$ cat src/rtl/alu_pkg.sv
// Shared encodings for the miniGPU multi-cycle ALU: op codes, output mux,
// FSM states and the default EXECUTE core-state encoding.
package alu_pkg;

    typedef enum logic [1:0] {
        OP_ADD = 2'b00,
        OP_SUB = 2'b01,
        OP_MUL = 2'b10,
        OP_DIV = 2'b11
    } alu_op_e;

    localparam logic OUT_ARITH = 1'b0;
    localparam logic OUT_CMP   = 1'b1;

    typedef enum logic [1:0] {
        S_IDLE    = 2'b00,
        S_DIV_RUN = 2'b01,
        S_DONE    = 2'b10
    } alu_state_e;

    localparam logic [2:0] DEFAULT_EXECUTE_STATE = 3'b101;

    function automatic logic [2:0] nzp_flags(input logic lt, input logic eq);
        return {lt, eq, (!lt) && (!eq)};
    endfunction

endpackage

$ cat src/rtl/alu_divider.sv
// Restoring shift-subtract divider: one quotient bit per enabled cycle,
// DATA_WIDTH iterations after the load cycle.
module alu_divider #(
    parameter int DATA_WIDTH = 8
) (
    input  logic                  clk,
    input  logic                  reset,
    input  logic                  i_enable,
    input  logic                  i_start,
    input  logic [DATA_WIDTH-1:0] i_dividend,
    input  logic [DATA_WIDTH-1:0] i_divisor,
    output logic [DATA_WIDTH-1:0] o_quotient,
    output logic                  o_done
);

    localparam int CW = $clog2(DATA_WIDTH);
    localparam logic [CW-1:0] LAST_ITER = CW'(DATA_WIDTH - 1);

    logic [DATA_WIDTH-1:0] r_rem;
    logic [DATA_WIDTH-1:0] r_quo;
    logic [DATA_WIDTH-1:0] r_div;
    logic [CW-1:0]         r_cnt;
    logic                  r_run;

    logic [DATA_WIDTH:0]   w_trial;
    logic [DATA_WIDTH:0]   w_diff;
    logic                  w_fits;

    // The dividend shifts out of r_quo's top while quotient bits shift in at the bottom.
    assign w_trial = {r_rem, r_quo[DATA_WIDTH-1]};
    assign w_diff  = w_trial - {1'b0, r_div};
    assign w_fits  = ~w_diff[DATA_WIDTH];

    // Operand load on start, one iteration per enabled cycle while running.
    always_ff @(posedge clk or negedge reset) begin
        if (!reset) begin
            r_rem <= '0;
            r_quo <= '0;
            r_div <= '0;
            r_cnt <= '0;
            r_run <= 1'b0;
        end else if (i_start) begin
            r_rem <= '0;
            r_quo <= i_dividend;
            r_div <= i_divisor;
            r_cnt <= '0;
            r_run <= 1'b1;
        end else if (i_enable && r_run) begin
            r_rem <= w_fits ? w_diff[DATA_WIDTH-1:0] : w_trial[DATA_WIDTH-1:0];
            r_quo <= {r_quo[DATA_WIDTH-2:0], w_fits};
            r_cnt <= r_cnt + CW'(1);
            r_run <= (r_cnt != LAST_ITER);
        end
    end

    assign o_quotient = r_quo;
    assign o_done     = r_run && (r_cnt == LAST_ITER);

endmodule

$ cat src/rtl/alu_mc.sv
// Multi-cycle per-lane ALU with start/busy/done handshake and NZP compare.
// Define ALU_MC_DIV_EN to build the iterative divider; otherwise DIV reports divide-by-zero.
module alu_mc
    import alu_pkg::*;
#(
    parameter int         DATA_WIDTH    = 8,
    parameter logic [2:0] EXECUTE_STATE = DEFAULT_EXECUTE_STATE
) (
    input  logic                  clk,
    input  logic                  reset,
    input  logic                  enable,
    input  logic [2:0]            core_state,
    input  logic                  start,
    input  logic [1:0]            decoded_alu_arithmetic_mux,
    input  logic                  decoded_alu_output_mux,
    input  logic [DATA_WIDTH-1:0] rs,
    input  logic [DATA_WIDTH-1:0] rt,
    output logic [DATA_WIDTH-1:0] alu_out,
    output logic [2:0]            alu_nzp,
    output logic                  busy,
    output logic                  done,
    output logic                  div_by_zero
);

    alu_state_e            r_state;
    alu_state_e            w_next;
    logic [DATA_WIDTH-1:0] r_a;
    logic [DATA_WIDTH-1:0] r_b;
    alu_op_e               r_op;
    logic                  r_cmp;
    logic                  r_dbz_pend;
    logic [DATA_WIDTH-1:0] r_alu_out;
    logic [2:0]            r_nzp;
    logic                  r_busy;
    logic                  r_done;
    logic                  r_div_by_zero;

    logic                  w_issue;
    logic                  w_is_div;
    logic                  w_div_zero;
    logic                  w_div_long;
    logic                  w_div_last;
    logic [2:0]            w_nzp;
    logic [DATA_WIDTH-1:0] w_mul;
    logic [DATA_WIDTH-1:0] w_result;

    assign w_issue  = enable && (core_state == EXECUTE_STATE) && start
                      && !r_busy && (r_state == S_IDLE);
    assign w_is_div = (decoded_alu_output_mux == OUT_ARITH)
                      && (decoded_alu_arithmetic_mux == OP_DIV);

`ifdef ALU_MC_DIV_EN
    logic [DATA_WIDTH-1:0] w_div_quo;

    assign w_div_zero = w_is_div && (rt == {DATA_WIDTH{1'b0}});
    assign w_div_long = w_is_div && (rt != {DATA_WIDTH{1'b0}});

    alu_divider #(
        .DATA_WIDTH (DATA_WIDTH)
    ) u_divider (
        .clk        (clk),
        .reset      (reset),
        .i_enable   (enable),
        .i_start    (w_issue && w_div_long),
        .i_dividend (rs),
        .i_divisor  (rt),
        .o_quotient (w_div_quo),
        .o_done     (w_div_last)
    );
`else
    assign w_div_zero = w_is_div;
    assign w_div_long = 1'b0;
    assign w_div_last = 1'b0;
`endif

    // FSM state register; a disabled lane holds its state.
    always_ff @(posedge clk or negedge reset) begin
        if (!reset) begin
            r_state <= S_IDLE;
        end else if (enable) begin
            r_state <= w_next;
        end
    end

    // Next-state logic.
    always_comb begin
        w_next = r_state;
        case (r_state)
            S_IDLE: begin
                if (w_issue) begin
                    w_next = w_div_long ? S_DIV_RUN : S_DONE;
                end else begin
                    w_next = S_IDLE;
                end
            end
            S_DIV_RUN: begin
                if (w_div_last) begin
                    w_next = S_DONE;
                end else begin
                    w_next = S_DIV_RUN;
                end
            end
            S_DONE:  w_next = S_IDLE;
            default: w_next = S_IDLE;
        endcase
    end

    assign w_mul = r_a * r_b;

    // Result selection from the operands captured at issue.
    always_comb begin
        w_nzp    = nzp_flags(r_a < r_b, r_a == r_b);
        w_result = {DATA_WIDTH{1'b0}};
        if (r_cmp) begin
            w_result = {{(DATA_WIDTH-3){1'b0}}, w_nzp};
        end else begin
            case (r_op)
                OP_ADD: w_result = r_a + r_b;
                OP_SUB: w_result = r_a - r_b;
                OP_MUL: w_result = w_mul;
                OP_DIV: begin
`ifdef ALU_MC_DIV_EN
                    w_result = r_dbz_pend ? {DATA_WIDTH{1'b1}} : w_div_quo;
`else
                    w_result = {DATA_WIDTH{1'b0}};
`endif
                end
                default: w_result = {DATA_WIDTH{1'b0}};
            endcase
        end
    end

    // Operand capture at issue and registered outputs written in DONE.
    always_ff @(posedge clk or negedge reset) begin
        if (!reset) begin
            r_a           <= '0;
            r_b           <= '0;
            r_op          <= OP_ADD;
            r_cmp         <= 1'b0;
            r_dbz_pend    <= 1'b0;
            r_alu_out     <= '0;
            r_nzp         <= 3'b000;
            r_busy        <= 1'b0;
            r_done        <= 1'b0;
            r_div_by_zero <= 1'b0;
        end else if (enable) begin
            r_done <= (r_state == S_DONE);
            r_busy <= (r_state == S_DIV_RUN);
            if (w_issue) begin
                r_a           <= rs;
                r_b           <= rt;
                r_op          <= alu_op_e'(decoded_alu_arithmetic_mux);
                r_cmp         <= decoded_alu_output_mux;
                r_dbz_pend    <= w_div_zero;
                r_div_by_zero <= 1'b0;
            end else if (r_state == S_DONE) begin
                r_alu_out     <= w_result;
                r_div_by_zero <= r_dbz_pend;
                if (r_cmp) begin
                    r_nzp <= w_nzp;
                end
            end
        end
    end

    assign alu_out     = r_alu_out;
    assign alu_nzp     = r_nzp;
    assign busy        = r_busy;
    assign done        = r_done;
    assign div_by_zero = r_div_by_zero;

endmodule

$ cat config.mk
export PLATFORM = sky130hd
export DESIGN_NAME = alu_mc
export DESIGN_NICKNAME = d
export VERILOG_FILES = /design/src/rtl/alu_pkg.sv /design/src/rtl/alu_divider.sv /design/src/rtl/alu_mc.sv
export SDC_FILE = /design/constraint.sdc
export NUM_CORES = 1
export LEC_CHECK = 0
export CAP_MARGIN = 0
export CORE_ASPECT_RATIO = 1.1
export CORE_MARGIN = 4
export CORE_UTILIZATION = 40
export DETAILED_ROUTE_END_ITERATION = 10
export GPL_ROUTABILITY_DRIVEN = 0
export RECOVER_POWER = 100
export REMOVE_ABC_BUFFERS = 1
export SLEW_MARGIN = 20
export SYNTH_ARGS = -nofsm -noshare
export SYNTH_HDL_FRONTEND = slang
export SYNTH_HIERARCHICAL = 1
export SYNTH_SLANG_ARGS = --single-unit
$ cat constraint.sdc
create_clock -name clk -period 4.3 [get_ports clk]
set_clock_uncertainty 0.05 [all_clocks]
set_input_delay 0.645 -clock clk [delete_from_list [all_inputs] [get_ports clk]]
set_output_delay 0.645 -clock clk [all_outputs]
set_load 0.02 [all_outputs]
# [Word level (Yosys, flattened, before mapping)]
# Cells that the tools add are included.
[totals] ff_bits=36 in_bits=26 output_inout_bits=14
[op_classes] addsub=2 n_mul=1 n_lt_le_gt_ge=1 eq_ne=8 mux=6 n_bitwise=2 reduce_logical=16
[op_table] cell="one-hot mux 8 bit (4 select lines)" count=1
[op_table] cell="adder 8 bit" count=1
[op_table] cell="equality test 2 bit (second input constant)" count=4
[op_table] cell="equality test 8 bit" count=1
[op_table] cell="< comparator 8 bit" count=1
[op_table] cell="multiplier 8 x 8 -> 8 bit" count=1
[op_table] cell="2-to-1 mux 8 bit" count=1
[op_table] cell="subtractor 8 bit" count=1
[op_table] cell="logical AND 1 bit" count=6
[op_table] cell="equality test 2 x 1 -> 1 bit (second input constant)" count=2
[op_table] cell="zero test 2 bit" count=2
[op_table] cell="one-hot mux 2 bit (2 select lines)" count=1
[op_table] cell="AND reduction 2 bit" count=2
[op_table] cell="AND reduction 4 bit" count=1
[op_table] cell="equality test 3 bit (second input constant)" count=1
[op_table] cell="zero test 1 bit" count=3
[op_table] cell="AND reduction 3 bit" count=1
[op_table] cell="2-to-1 mux 1 bit" count=2
[op_table] cell="2-to-1 mux 2 bit" count=1
[op_table] cell="NOT 1 bit" count=2
[op_table] cell="nonzero test 2 bit" count=1

# [Longest topological paths before layout]
[logic_depth] depth_word=7 depth_mapped=17 ltp_nobuf=17

# [Least setup slack after synthesis]
# OpenSTA, ideal clock, no wires.
[synth_timing] kind="register to register" from="register r_a[1]" to="register r_alu_out[7], in the netlist alu_out[7]" setup_time_ns=0.122 t_arrival_ns=4.080 t_required_ns=4.128 path_slack_ns=0.048 path_stages_with_launch=16 n_path_buf=0 path_cell_list="dfrtp_1 nand2_1 fa_1 fa_1 inv_1 fa_1 inv_1 fa_1 inv_1 ha_1 a21oi_1 xnor3_1 xnor3_1 o21ai_1 and2_1 a32o_1"
[synth_between] elab_chain_len=3 elab_cells_between_ends=5 classes_between="2 x add/sub; 1 x mul; 2 x mux"
[synth_rtl] element="from (decl)" line="alu_mc.sv:27" rtl="logic [DATA_WIDTH-1:0] r_a;"
[synth_rtl] element="from (signal assigned)" line="alu_mc.sv:150" rtl="r_a <= rs;"
[synth_rtl] element="multiplier 8 x 8 -> 8 bit, or another cell as far along" line="alu_mc.sv:108" rtl="assign w_mul = r_a * r_b;"
[synth_rtl] element="one-hot mux 8 bit (4 select lines) (*)" line="alu_mc.sv:117" rtl="case (r_op)"
[synth_rtl] element="2-to-1 mux 8 bit (*)" line="alu_mc.sv:114" rtl="if (r_cmp) begin"
[synth_rtl] element="to (signal assigned)" line="alu_mc.sv:157" rtl="r_alu_out <= w_result;"
[synth_rtl] element="to (decl)" line="alu_mc.sv:32" rtl="logic [DATA_WIDTH-1:0] r_alu_out;"
# Every way passes the cells marked *; elsewhere a longest branch is shown, timed or not.
# A chain may end at the register's enable or synchronous reset.

# [Worst setup path in the final report]
[layout_timing] from="register r_a[3]" to="register r_alu_out[7], in the netlist alu_out[7]"
# The elaborated chain is that of the path after synthesis.

==> summary.md <==
| Metric | Value |
|---|---|
| First-pass GRT wire length | `11,850 um` |
| WP data arrival | `4250 ps` |
| P&R area growth vs syn | `26.24%` |
| # placed instances | `~460` |
| Seq cells post-synth | `35` |
| Sequential area share after synthesis | `29.81%` |
| Synth top cells by count | `46 x inv_1, 42 x nand2_1, 35 x dfrtp_1` |
| Initial antenna violation count | `0` |
| Hold Crit Start | `alu_out[1]` |
| Post-synth EDFFs | `0` |
| Setup violations, final | `0` |
| Critical Path Sink Type | `flop` |
| Most frequent cell after synthesis | `inv_1` |
| Die Y | `just under 100 um` |
| Post-Syn Area per Cell | `approximately 9 um^2` |
| Outcome | `finished, violations left` |
| Top cells by area, synth | `dfrtp_1 30%, ha_1 13%, fa_1 9.5%` |
| Reg-to-reg endpoint | `alu_out[7]` |
| R2R Path Start | `r_a[3]` |
| Post-route ant nets | `0` |
| Synth cell types | `slightly above 40` |
| Worst hold slack | `426.1 ps` |
| Largest net degree at the start of global routing | `36` |
| Synth Flop Type | `dfrtp_1` |
| # diodes | `0` |
| Worst Tran Pin Value | `1945 ps` |
| Hold Vio Cnt, Final | `0` |
| TritonCTS clock tree | `done` |
| Total number of vias | `around 2,400` |
| Core area | `0.007087 mm^2` |
| DIE WIDTH | `~90 um` |
| Initial DRC count | `between 90 and 100` |
| Num CTS Buffers | `5` |
| Post-synthesis cell area | `0.002938 mm^2` |
| Later-pin clock latency in the skew report | `about 300 ps` |
| Clock Root Buffer | `clkbuf_8` |
| Share of layout cells above drive strength 1 | `around 13%` |
| Worst Hold End | `alu_out[1]` |
| Num rows | `32` |
| DRT Wirelength | `7053 um` |
| Max-slew violations | `36` |
| H-tree levels | `2` |
| Fmax | `~0.24 GHz` |
| Post-route setup slack | `186.0 ps` |
| Vias in the first global route | `roughly 2,500` |
| Pre-CTS setup slack | `-113.0 ps` |
| CP Max Fanout | `3` |
| Crit Path Class | `flop to flop` |
| Final Net Count | `457` |
| Yosys warns | `6` |
| # DRC | `0` |
| Total grt overflow | `0` |
| # fillers | `about 670` |
| Max-Cap Viols | `1` |
| Initial Util | `41.45%` |
| Tcrit/Tclk final | `between 90 and 100%` |
| Post-route minimum period | `about 4000 ps` |
| Hold Crit Depth | `2` |
| WP data required | `around 4400 ps` |
| Cell Count, Final, Fillers Out | `472` |
| Reg2reg path depth | `16` |
| Wirelength per Cell | `14.94 um` |
| Total Routing Usage GR | `between 15 and 20%` |
| Vias per inst | `roughly 5.0` |
| Static Leak | `around 1.8 nW` |
| DP HPWL | `approximately 5600 um` |
| DRT Pass-1 Iters | `4` |
| Clock Path Buffers | `2` |
| Cell taking the most area after synthesis | `dfrtp_1` |
| CTS clk-pin slew, worst paths | `around 80 ps` |
| Reg2reg setup slack | `190 ps` |
| Io pins | `40` |
| Async set-or-reset flop fraction in the synthesized netlist | `100.0%` |
| Port bufs | `39` |
| Share of the synthesized area in the top cell type | `between 20% and 30%` |
| Maximum VDD drop | `~0.35 mV` |
| Violated checks | `capacitance limit, slew limit` |
| Worst slew margin | `-29.67%` |
| Worst hold-check path type | `flop to flop` |
| Mapped Cells | `roughly 330` |
| Die Footprint | `0.008781 mm^2` |
| Startpoint types | `flop` |
| TritonCTS Sinks | `35` |
| Pwr/cell area | `about 640 mW/mm^2` |
[layout make-up]
cell class,count,area (um^2),share of cell area [%]
multi-input combinational,236,1887,50.88
inverter,46,172.7,4.656
tap,85,106.4,2.868
sequential,35,877.1,23.65
timing repair buffer,62,553.0,14.91
clock inverter,3,43.79,1.181
clock buffer,5,68.82,1.856
[layout by cell type (no fill, tap or decap), drive strengths merged, types with 3 or more instances in the layout]
| cell type | count |
|---|---|
| dlygate4sd3 | 15 |
| xnor2 | 17 |
| and2 | 9 |
| clkdlybuf4s50 | 23 |
| clkbuf | 9 |
| mux2 | 13 |
| buf | 20 |
| a21oi | 14 |
| a21o | 8 |
| xor2 | 3 |
| nor2 | 23 |
| inv | 46 |
| dfrtp | 35 |
| fa | 14 |
| ha | 31 |
| nand2 | 43 |
| o21ai | 29 |
[worst max-delay path, stage by stage, from the launching register on]
cell and delay [ps]:
dfrtp_1 390, ha_1 190, inv_1 70, fa_1 530, inv_1 60, ha_4 220, fa_1 540, inv_1 60
fa_1 520, inv_1 70, ha_4 250, a21oi_2 140, xnor3_1 230, xnor3_1 210, o21ai_1 60, and2_0 170
a32o_1 240
[kinds of logic after synthesis]
family                   share of synthesized area (%)
AO/OA/AOI/OAI                                    13.54
adder cells (fa/ha/maj)                          22.74
buffers and inverters                            7.240
multiplexers                                     5.324
AND/OR/NAND/NOR                                  13.84
XOR/XNOR                                         7.496
flip-flops                                       29.81
[state kept, by name, summed over array words and instances (netlist names)]
register,count
alu_nzp,3
alu_out,8
div_by_zero,1
done,1
r_a,8
r_b,8
r_cmp,1
r_dbz_pend,1
r_op,2
r_state,2
[timing repair]
action	4_1_cts	5_1_grt
hold endpoints to repair	0	0
endpoints found under the setup margin	1	1
hold buffers	0	0
pin swaps	1	4
buffers inserted	5	0
gates resized for setup	4	3
[worst max path at each step]
stage,start,to,slack (ps)
2_1_floorplan,r_a[1],alu_out[7],40
3_3_place_gp,r_b[3],alu_out[7],20
3_5_place_dp,r_a[3],alu_out[7],-110
4_1_cts,r_b[3],alu_out[7],3
5_1_grt,r_b[3],alu_out[7],-7
6_report,r_a[3],alu_out[7],190
[per-layer routing]
layer / global-route usage, % / vias to the layer above / part of all wire, %
li1: - / 1192 / -
met1: 21.85 / 1137 / 47
met2: 28.01 / 43 / 47
met3: 2.080 / 11 / 2.8
met4: 7.075 / 0 / 2.6
met5: 0 / - / 0
[power by group]
part,total (W),switching [W],internal [W]
Sequential,0.000512,0.0000960,0.000416
Clock,0.000305,0.000132,0.000173
Combinational,0.00154,0.000779,0.000763
Total,0.00236,0.00101,0.00135
[per-stage QoR]
| step | power, W | utilization, % | TNS (ps) | area (um^2) |
|---|---|---|---|---|
| floorplan | 0.001493 | - | 0 | 2898 |
| global placement | 0.001969 | 49.86 | 0 | 3533 |
| detailed placement | 0.001988 | 49.86 | -113.0 | 3533 |
| CTS | 0.002345 | 52.26 | 0 | 3704 |
| global route | 0.002593 | 52.33 | -7.423 | 3709 |
| finish | 0.002359 | 52.33 | 0 | 3709 |
Note: power is estimated with default switching activity, not from simulation.
